<file path="config.mk">
export PLATFORM = sky130hd
export DESIGN_NAME = irq_sequencer
export DESIGN_NICKNAME = d
export VERILOG_FILES = /design/src/rtl/irq_pkg.sv /design/src/rtl/irq_prio_enc.sv /design/src/rtl/irq_sequencer.sv
export SDC_FILE = /design/constraint.sdc
export NUM_CORES = 1
export LEC_CHECK = 0
export CORE_UTILIZATION = 49
export DETAILED_ROUTE_END_ITERATION = 10
export GPL_ROUTABILITY_DRIVEN = 1
export GPL_TIMING_DRIVEN = 0
export PLACE_DENSITY_LB_ADDON = 0.1
export SYNTH_ARGS = -nofsm -noshare
export SYNTH_HDL_FRONTEND = slang
export SYNTH_SLANG_ARGS = --single-unit
</file>
<file path="constraint.sdc">
create_clock -name clk -period 2.7 [get_ports clk]
set_clock_uncertainty 0.05 [all_clocks]
set_input_delay 0.675 -clock clk [delete_from_list [all_inputs] [get_ports clk]]
set_output_delay 0.675 -clock clk [all_outputs]
set_load 0.02 [all_outputs]
</file>
<file path="src/rtl/irq_pkg.sv">
// Shared types and constants for the interrupt sequencer.
// Imported by irq_sequencer and irq_prio_enc.
package irq_pkg;

  localparam int NUM_IRQ_DEF = 8;
  localparam int ID_W_DEF    = 3;
  localparam int CFG_AW      = 2;
  localparam int CFG_DW      = 8;

  localparam logic [CFG_AW-1:0] ADDR_MASK = 2'd0;
  localparam logic [CFG_AW-1:0] ADDR_PEND = 2'd1;
  localparam logic [CFG_AW-1:0] ADDR_ISR  = 2'd2;
  localparam logic [CFG_AW-1:0] ADDR_CTRL = 2'd3;

  localparam int CTRL_GEN_BIT = 0;

  typedef enum logic {
    ST_IDLE = 1'b0,
    ST_REQ  = 1'b1
  } state_t;

endpackage

</file>
<file path="src/rtl/irq_prio_enc.sv">
// Find-first-set encoder: lowest set index wins, since index 0 is the
// highest priority. valid=0 when no bit is set (idx is then 0).
module irq_prio_enc
  import irq_pkg::*;
#(
  parameter int W  = NUM_IRQ_DEF,
  parameter int IW = ID_W_DEF
) (
  input  logic [W-1:0]  vec,
  output logic          valid,
  output logic [IW-1:0] idx
);

  // Scan from the top down so the lowest set index is the last one written.
  always_comb begin
    valid = 1'b0;
    idx   = '0;
    for (int i = W - 1; i >= 0; i--) begin
      if (vec[i]) begin
        valid = 1'b1;
        idx   = IW'(i);
      end
    end
  end

endmodule

</file>
<file path="src/rtl/irq_sequencer.sv">
// Sequential interrupt controller: edge-latched requests, mask, global
// enable, nested in-service tracking and a held vector until acknowledge.
//
// state   | meaning
// --------+-------------------------------------------------------------
// ST_IDLE | no vector presented; waiting for an eligible candidate
// ST_REQ  | irq=1, int_num frozen until the core acknowledges
module irq_sequencer
  import irq_pkg::*;
#(
  parameter int                 NUM_IRQ  = NUM_IRQ_DEF,
  parameter int                 ID_W     = ID_W_DEF,
  parameter logic [NUM_IRQ-1:0] MASK_RST = {NUM_IRQ{1'b1}}
) (
  input  logic               clk,
  input  logic               rst,
  input  logic [NUM_IRQ-1:0] intReq,
  // "int" is a reserved word, so the request to the core is named irq.
  output logic               irq,
  output logic [ID_W-1:0]    int_num,
  input  logic               int_ack,
  input  logic               eoi,
  input  logic               cfg_we,
  input  logic [CFG_AW-1:0]  cfg_addr,
  input  logic [CFG_DW-1:0]  cfg_wdata,
  output logic [CFG_DW-1:0]  cfg_rdata
);

  state_t             state;
  logic [NUM_IRQ-1:0] prev_req;
  logic [NUM_IRQ-1:0] pend;
  logic [NUM_IRQ-1:0] isr;
  logic [NUM_IRQ-1:0] mask;
  logic               gen;

  logic [NUM_IRQ-1:0] req_edge;
  logic [NUM_IRQ-1:0] cand_vec;
  logic               cand_valid;
  logic [ID_W-1:0]    cand_idx;
  logic               isr_valid;
  logic [ID_W-1:0]    isr_top;
  logic               eligible;
  logic               ack_fire;
  logic [NUM_IRQ-1:0] ack_bit;
  logic [NUM_IRQ-1:0] eoi_bit;
  logic [NUM_IRQ-1:0] w1c_bit;
  logic [NUM_IRQ-1:0] pend_nxt;
  logic [NUM_IRQ-1:0] isr_nxt;
  logic               wr_mask;
  logic               wr_ctrl;

  assign req_edge = intReq & ~prev_req;
  assign cand_vec = pend & ~mask;

  irq_prio_enc #(.W(NUM_IRQ), .IW(ID_W)) u_cand_enc (
    .vec   (cand_vec),
    .valid (cand_valid),
    .idx   (cand_idx)
  );

  irq_prio_enc #(.W(NUM_IRQ), .IW(ID_W)) u_isr_enc (
    .vec   (isr),
    .valid (isr_valid),
    .idx   (isr_top)
  );

  // Only a strictly higher priority than the current in-service level may nest.
  assign eligible = gen && cand_valid && (!isr_valid || (cand_idx < isr_top));
  assign ack_fire = (state == ST_REQ) && int_ack;

  assign wr_mask = cfg_we && (cfg_addr == ADDR_MASK);
  assign wr_ctrl = cfg_we && (cfg_addr == ADDR_CTRL);

  always_comb begin
    ack_bit = '0;
    eoi_bit = '0;
    w1c_bit = '0;
    if (ack_fire)
      ack_bit[int_num] = 1'b1;
    if (eoi && isr_valid)
      eoi_bit[isr_top] = 1'b1;
    if (cfg_we && (cfg_addr == ADDR_PEND))
      w1c_bit = cfg_wdata[NUM_IRQ-1:0];
  end

  // A new edge wins over same-cycle clears; eoi retires the old top before
  // the acknowledged bit is added.
  assign pend_nxt = (pend & ~w1c_bit & ~ack_bit) | req_edge;
  assign isr_nxt  = (isr & ~eoi_bit) | ack_bit;

  always_ff @(posedge clk or negedge rst) begin
    if (!rst) begin
      prev_req <= '0;
      pend     <= '0;
      isr      <= '0;
      mask     <= MASK_RST;
      gen      <= 1'b0;
    end else begin
      prev_req <= intReq;
      pend     <= pend_nxt;
      isr      <= isr_nxt;
      if (wr_mask)
        mask <= cfg_wdata[NUM_IRQ-1:0];
      if (wr_ctrl)
        gen <= cfg_wdata[CTRL_GEN_BIT];
    end
  end

  always_ff @(posedge clk or negedge rst) begin
    if (!rst) begin
      state   <= ST_IDLE;
      irq     <= 1'b0;
      int_num <= '0;
    end else begin
      case (state)
        ST_IDLE: begin
          if (eligible) begin
            state   <= ST_REQ;
            irq     <= 1'b1;
            int_num <= cand_idx;
          end
        end
        ST_REQ: begin
          if (int_ack) begin
            state <= ST_IDLE;
            irq   <= 1'b0;
          end
        end
        default: begin
          state <= ST_IDLE;
          irq   <= 1'b0;
        end
      endcase
    end
  end

  always_comb begin
    cfg_rdata = '0;
    case (cfg_addr)
      ADDR_MASK: cfg_rdata = CFG_DW'(mask);
      ADDR_PEND: cfg_rdata = CFG_DW'(pend);
      ADDR_ISR:  cfg_rdata = CFG_DW'(isr);
      ADDR_CTRL: cfg_rdata[CTRL_GEN_BIT] = gen;
      default:   cfg_rdata = '0;
    endcase
  end

endmodule

</file>
==> flow_summary_export.csv <==
group,metric,value,unit
timing,max_clock_freq,380.1,MHz
clock_tree,cts-root-buf,"sky130_fd_sc_hd__clkbuf_8",
clock_tree,total_number_of_h_tree_levels,2,
route,drc,0,
route,antenna_left,0,
yosys,yosysSeqAreaShare,48.79,%
route,route.vias.total,1589,
route,totalWireLength,4.440,mm
power,p_sw_share,38.84,%
cells_and_area,total_area_of_multi_input_combinational_cells,945.9,µm²
cells_and_area,mostFrequentLayoutCells,"sky130_fd_sc_hd__dfrtp_1, sky130_fd_sc_hd__nand2_1, sky130_fd_sc_hd__clkdlybuf4s50_1, sky130_fd_sc_hd__o21ai_0, sky130_fd_sc_hd__inv_1",
timing,setup_violations,0,
timing,worstMarginPinSlew,828.5,ps
global_route,pin_count_of_the_biggest_net_entering_global_routing,39,
critical_path,worstSetupStartpointType,"input pin",
critical_path,r2r_start,"pend[5]",
timing,setup-tns-final,0,ps
route,drt_pass1_iterations,4,
die,fp.dieArea,4277,µm²
cells_and_area,layout_commonest_cell,"sky130_fd_sc_hd__dfrtp_1",
cells_and_area,insertedDiodeCount,0,
yosys,synth.largest_area_cell,"sky130_fd_sc_hd__dfrtp_1",
die,fp.dieW,65.40,µm
power,ir_drop,0.3491,mV
timing,maxSlewViolCount,0,
power,power_per_cell_area,924.3,nW/µm²
placement,numPlacedInstances,278,
die,std_cell_rows,22,
cells_and_area,final_cells,289,
power,power.net_switching,0.8835,mW
clock_tree,cts_buffers,5,
timing,final_period_minus_worst_setup_slack,2631,ps
placement,dpl-instance-area,2365,µm²
clock_tree,cts.path.max_buffers,2,
cells_and_area,seqCellArea,960.9,µm²
yosys,synth_cell_type_count,45,
timing,worst_hold_slack,358.8,ps
power,p_int,1.391,mW
yosys,ys_ff_latch,38,
yosys,yosys.area_share.xor_xnor,0,%
timing,rsz0062_at_grt,"false",
yosys,yosys_warnings,0,
power,power_frac_seq,37.6,%
critical_path,regToRegSetupSlack,140,ps
worst_hold_path,hold_path.class,"register to register",
power,p_leak,1.137,nW
critical_path,setup.worst_path.start,"cfg_addr[0]",
global_route,grt.overflow.total,0,
cells_and_area,final_area,2461,µm²
timing,final_hold_viol_count,0,
yosys,post-synth-top-area-fraction,38.12,%
die,starting_utilization_of_the_core_area,52.61,%
critical_path,worstSetupPathType,"input pin to primary output",
global_route,grt_usage,23.61,%
cells_and_area,nNetsFinal,266,
route,post_drt_via_cell_ratio,5.498,
flow_run,max-cap-violations,0,
die,die_h,65.40,µm
clock_tree,clkSinkCount,38,
yosys,synth_compound_gate_area_share,15.95,%
route,number_of_design_rule_violations_left_by_the_first_detailed_router_iteration,95,
critical_path,worst-endpoint-arrival,1910,ps
placement,buffers_added_on_ports,34,
placement,routability_driven_placement_congestion_ratio,0.9306,
power,combPwrFrac,46.5,%
yosys,netlist_top_cells_area,"sky130_fd_sc_hd__dfrtp_1, sky130_fd_sc_hd__dfstp_2, sky130_fd_sc_hd__nand2_1",
cells_and_area,layout-area-overhead-vs-synth,24.97,%
placement,place.detailed.hpwl,3.294,mm
global_route,first_global_vias,1542,
timing,slew_headroom,44.77,%
critical_path,critical_path_end_type,"primary output",
placement,pre_cts_slack,-584.6,ps
yosys,synthesis.instances,196,
timing,final.period_utilization,97.43,%
clock_tree,cts.reportedPaths.clkPinSlew,60,ps
die,placeable_core_area,3744,µm²
clock_tree,number_of_buffers_inserted_for_hold_repair_after_clock_tree_synthesis,0,
critical_path,worst-path-max-fanout,10,
critical_path,number_of_cell_instances_on_the_worst_register_to_register_path,8,
global_route,antenna_found_initial,0,
global_route,grt_pass1_wl,7.334,mm
yosys,synth-adder-area-share,1.271,%
critical_path,critical_path.reg2reg.endpoint,"int_num[1]",
yosys,yosys-mux-area-fraction,10.80,%
yosys,post_synth_and_or_nand_nor_area_fraction,19.31,%
yosys,syn-cell-area,1969,µm²
yosys,synthesis.area_per_instance,10.05,µm²
cells_and_area,fillCellCount,340,
cells_and_area,layout-drive-gt1-share,21.99,%
power,portion_of_total_power_attributed_to_the_clock_network,15.9,%
route,wire_per_inst,15.36,µm
die,ios,35,
critical_path,critical_path.endpoint,"cfg_rdata[0]",
critical_path,worst_ep_required_time,1980,ps
outcome,outcome,"finished, final reports clean",
yosys,synth_nets,221,
yosys,dominant_combinational_cell_family_by_area_after_synthesis,"simple AND/OR/NAND/NOR gates",
clock_tree,tritoncts,"built",
timing,worst_slack,69.44,ps
clock_tree,clkLatencyLatePin,290,ps
==> kinds of logic (layout without fill, tap and decap cells) <==
logic type,count (synthesis),after routing
DFF,38,38
muxes,18,18
buffers and inverters,20,65
adders and majority gates,2,2
AOI/OAI and AO/OA,46,46
and+or+nand+nor,72,72
==> worst min-delay path by stage <==
| stage | from | endpoint | slack [ps] | depth (start not counted) |
|---|---|---|---|---|
| after floorplan | rst | gen | 330 | 0 |
| final | prev_req[5] | pend[5] | 360 | 1 |
| after global placement | prev_req[2] | pend[2] | 340 | 1 |
| after global routing | prev_req[2] | pend[2] | 380 | 1 |
| after detailed placement | prev_req[5] | pend[5] | 360 | 1 |
| after CTS | prev_req[5] | pend[5] | 370 | 1 |
==> routing by layer <==
metal  share of wire, %  track usage [%]
met1                 45            31.05
met2                 49            37.37
met5                  0                0
met3                5.1            4.340
met4                1.7            11.41
==> sequential cells by signal, indices dropped and copies added (netlist names) <==
register	cells
pend	8
isr	8
prev_req	8
state	1
irq	1
mask	8
gen	1
int_num	3
==> critical path, stage by stage <==
cell and delay (ps):
sky130_fd_sc_hd__clkdlybuf4s50_1 480, sky130_fd_sc_hd__clkbuf_2 240, sky130_fd_sc_hd__mux4_2 340, sky130_fd_sc_hd__buf_4 170
==> synthesized netlist by cell type <==
library cell	instances
sky130_fd_sc_hd__o31ai_1	3
sky130_fd_sc_hd__clkbuf_1	3
sky130_fd_sc_hd__nor2_1	8
sky130_fd_sc_hd__mux2_2	8
sky130_fd_sc_hd__o41ai_2	1
sky130_fd_sc_hd__or2_4	1
sky130_fd_sc_hd__inv_1	16
sky130_fd_sc_hd__o21ai_1	3
sky130_fd_sc_hd__mux2_4	2
sky130_fd_sc_hd__and3_1	1
sky130_fd_sc_hd__nor3_1	3
sky130_fd_sc_hd__and2b_1	1
sky130_fd_sc_hd__and2_1	1
sky130_fd_sc_hd__nor4_2	1
sky130_fd_sc_hd__a21o_1	3
sky130_fd_sc_hd__a41oi_1	1
sky130_fd_sc_hd__dfstp_2	8
sky130_fd_sc_hd__nor2b_1	7
sky130_fd_sc_hd__mux4_2	1
sky130_fd_sc_hd__o21a_1	1
sky130_fd_sc_hd__a21oi_1	5
sky130_fd_sc_hd__o21ai_0	20
sky130_fd_sc_hd__dfrtp_1	30
sky130_fd_sc_hd__a31o_1	1
sky130_fd_sc_hd__a22o_1	1
sky130_fd_sc_hd__a31oi_4	1
sky130_fd_sc_hd__nor2b_4	1
sky130_fd_sc_hd__o211ai_1	1
sky130_fd_sc_hd__nor4_1	1
sky130_fd_sc_hd__nor3b_2	1
sky130_fd_sc_hd__mux2i_1	7
sky130_fd_sc_hd__a31oi_1	1
sky130_fd_sc_hd__nand2b_4	1
sky130_fd_sc_hd__a21o_2	1
sky130_fd_sc_hd__nand2b_1	3
sky130_fd_sc_hd__or3_4	1
sky130_fd_sc_hd__or2b_1	1
sky130_fd_sc_hd__ha_1	2
sky130_fd_sc_hd__nor3b_1	1
sky130_fd_sc_hd__nand3_1	10
sky130_fd_sc_hd__nand2_1	29
sky130_fd_sc_hd__buf_2	1
sky130_fd_sc_hd__a22oi_1	1
sky130_fd_sc_hd__o22ai_4	1
sky130_fd_sc_hd__a211oi_1	1
==> power groups by stage <==
| stage | Clock [mW] | Sequential [mW] | Combinational (mW) |
|---|---|---|---|
| after detailed placement | 0 | 0.860 | 1.07 |
| after global placement | 0 | 0.853 | 1.03 |
| after CTS | 0.375 | 0.851 | 1.07 |
| after global routing | 0.404 | 0.876 | 1.15 |
| after floorplan | 0 | 0.850 | 0.763 |
| final | 0.363 | 0.855 | 1.06 |
==> what timing repair did <==
item | CTS | global route
cloned | 0 | 0
setup buffers | 4 | 0
pin swaps | 0 | 0
setup endpoints to repair | 10 | 10
endpoints found under the hold margin | 0 | 0
gates resized for setup | 37 | 15
==> cell type report <==
class	count	area share, %
plain buffers	4	1.118
clock buffers	7	3.101
inverters	16	2.440
multi-input cells	138	38.43
flip-flops and latches	38	39.04
well taps	48	2.440
repair buffers	38	13.42
==> stage by stage <==
| step | util [%] | total power [mW] |
|---|---|---|
| floorplan | - | 1.613 |
| global placement | 63.30 | 1.880 |
| detailed placement | 63.17 | 1.929 |
| CTS | 66.51 | 2.298 |
| global route | 65.74 | 2.433 |
| finish | 65.74 | 2.275 |
(Power assumes the default switching activity.)
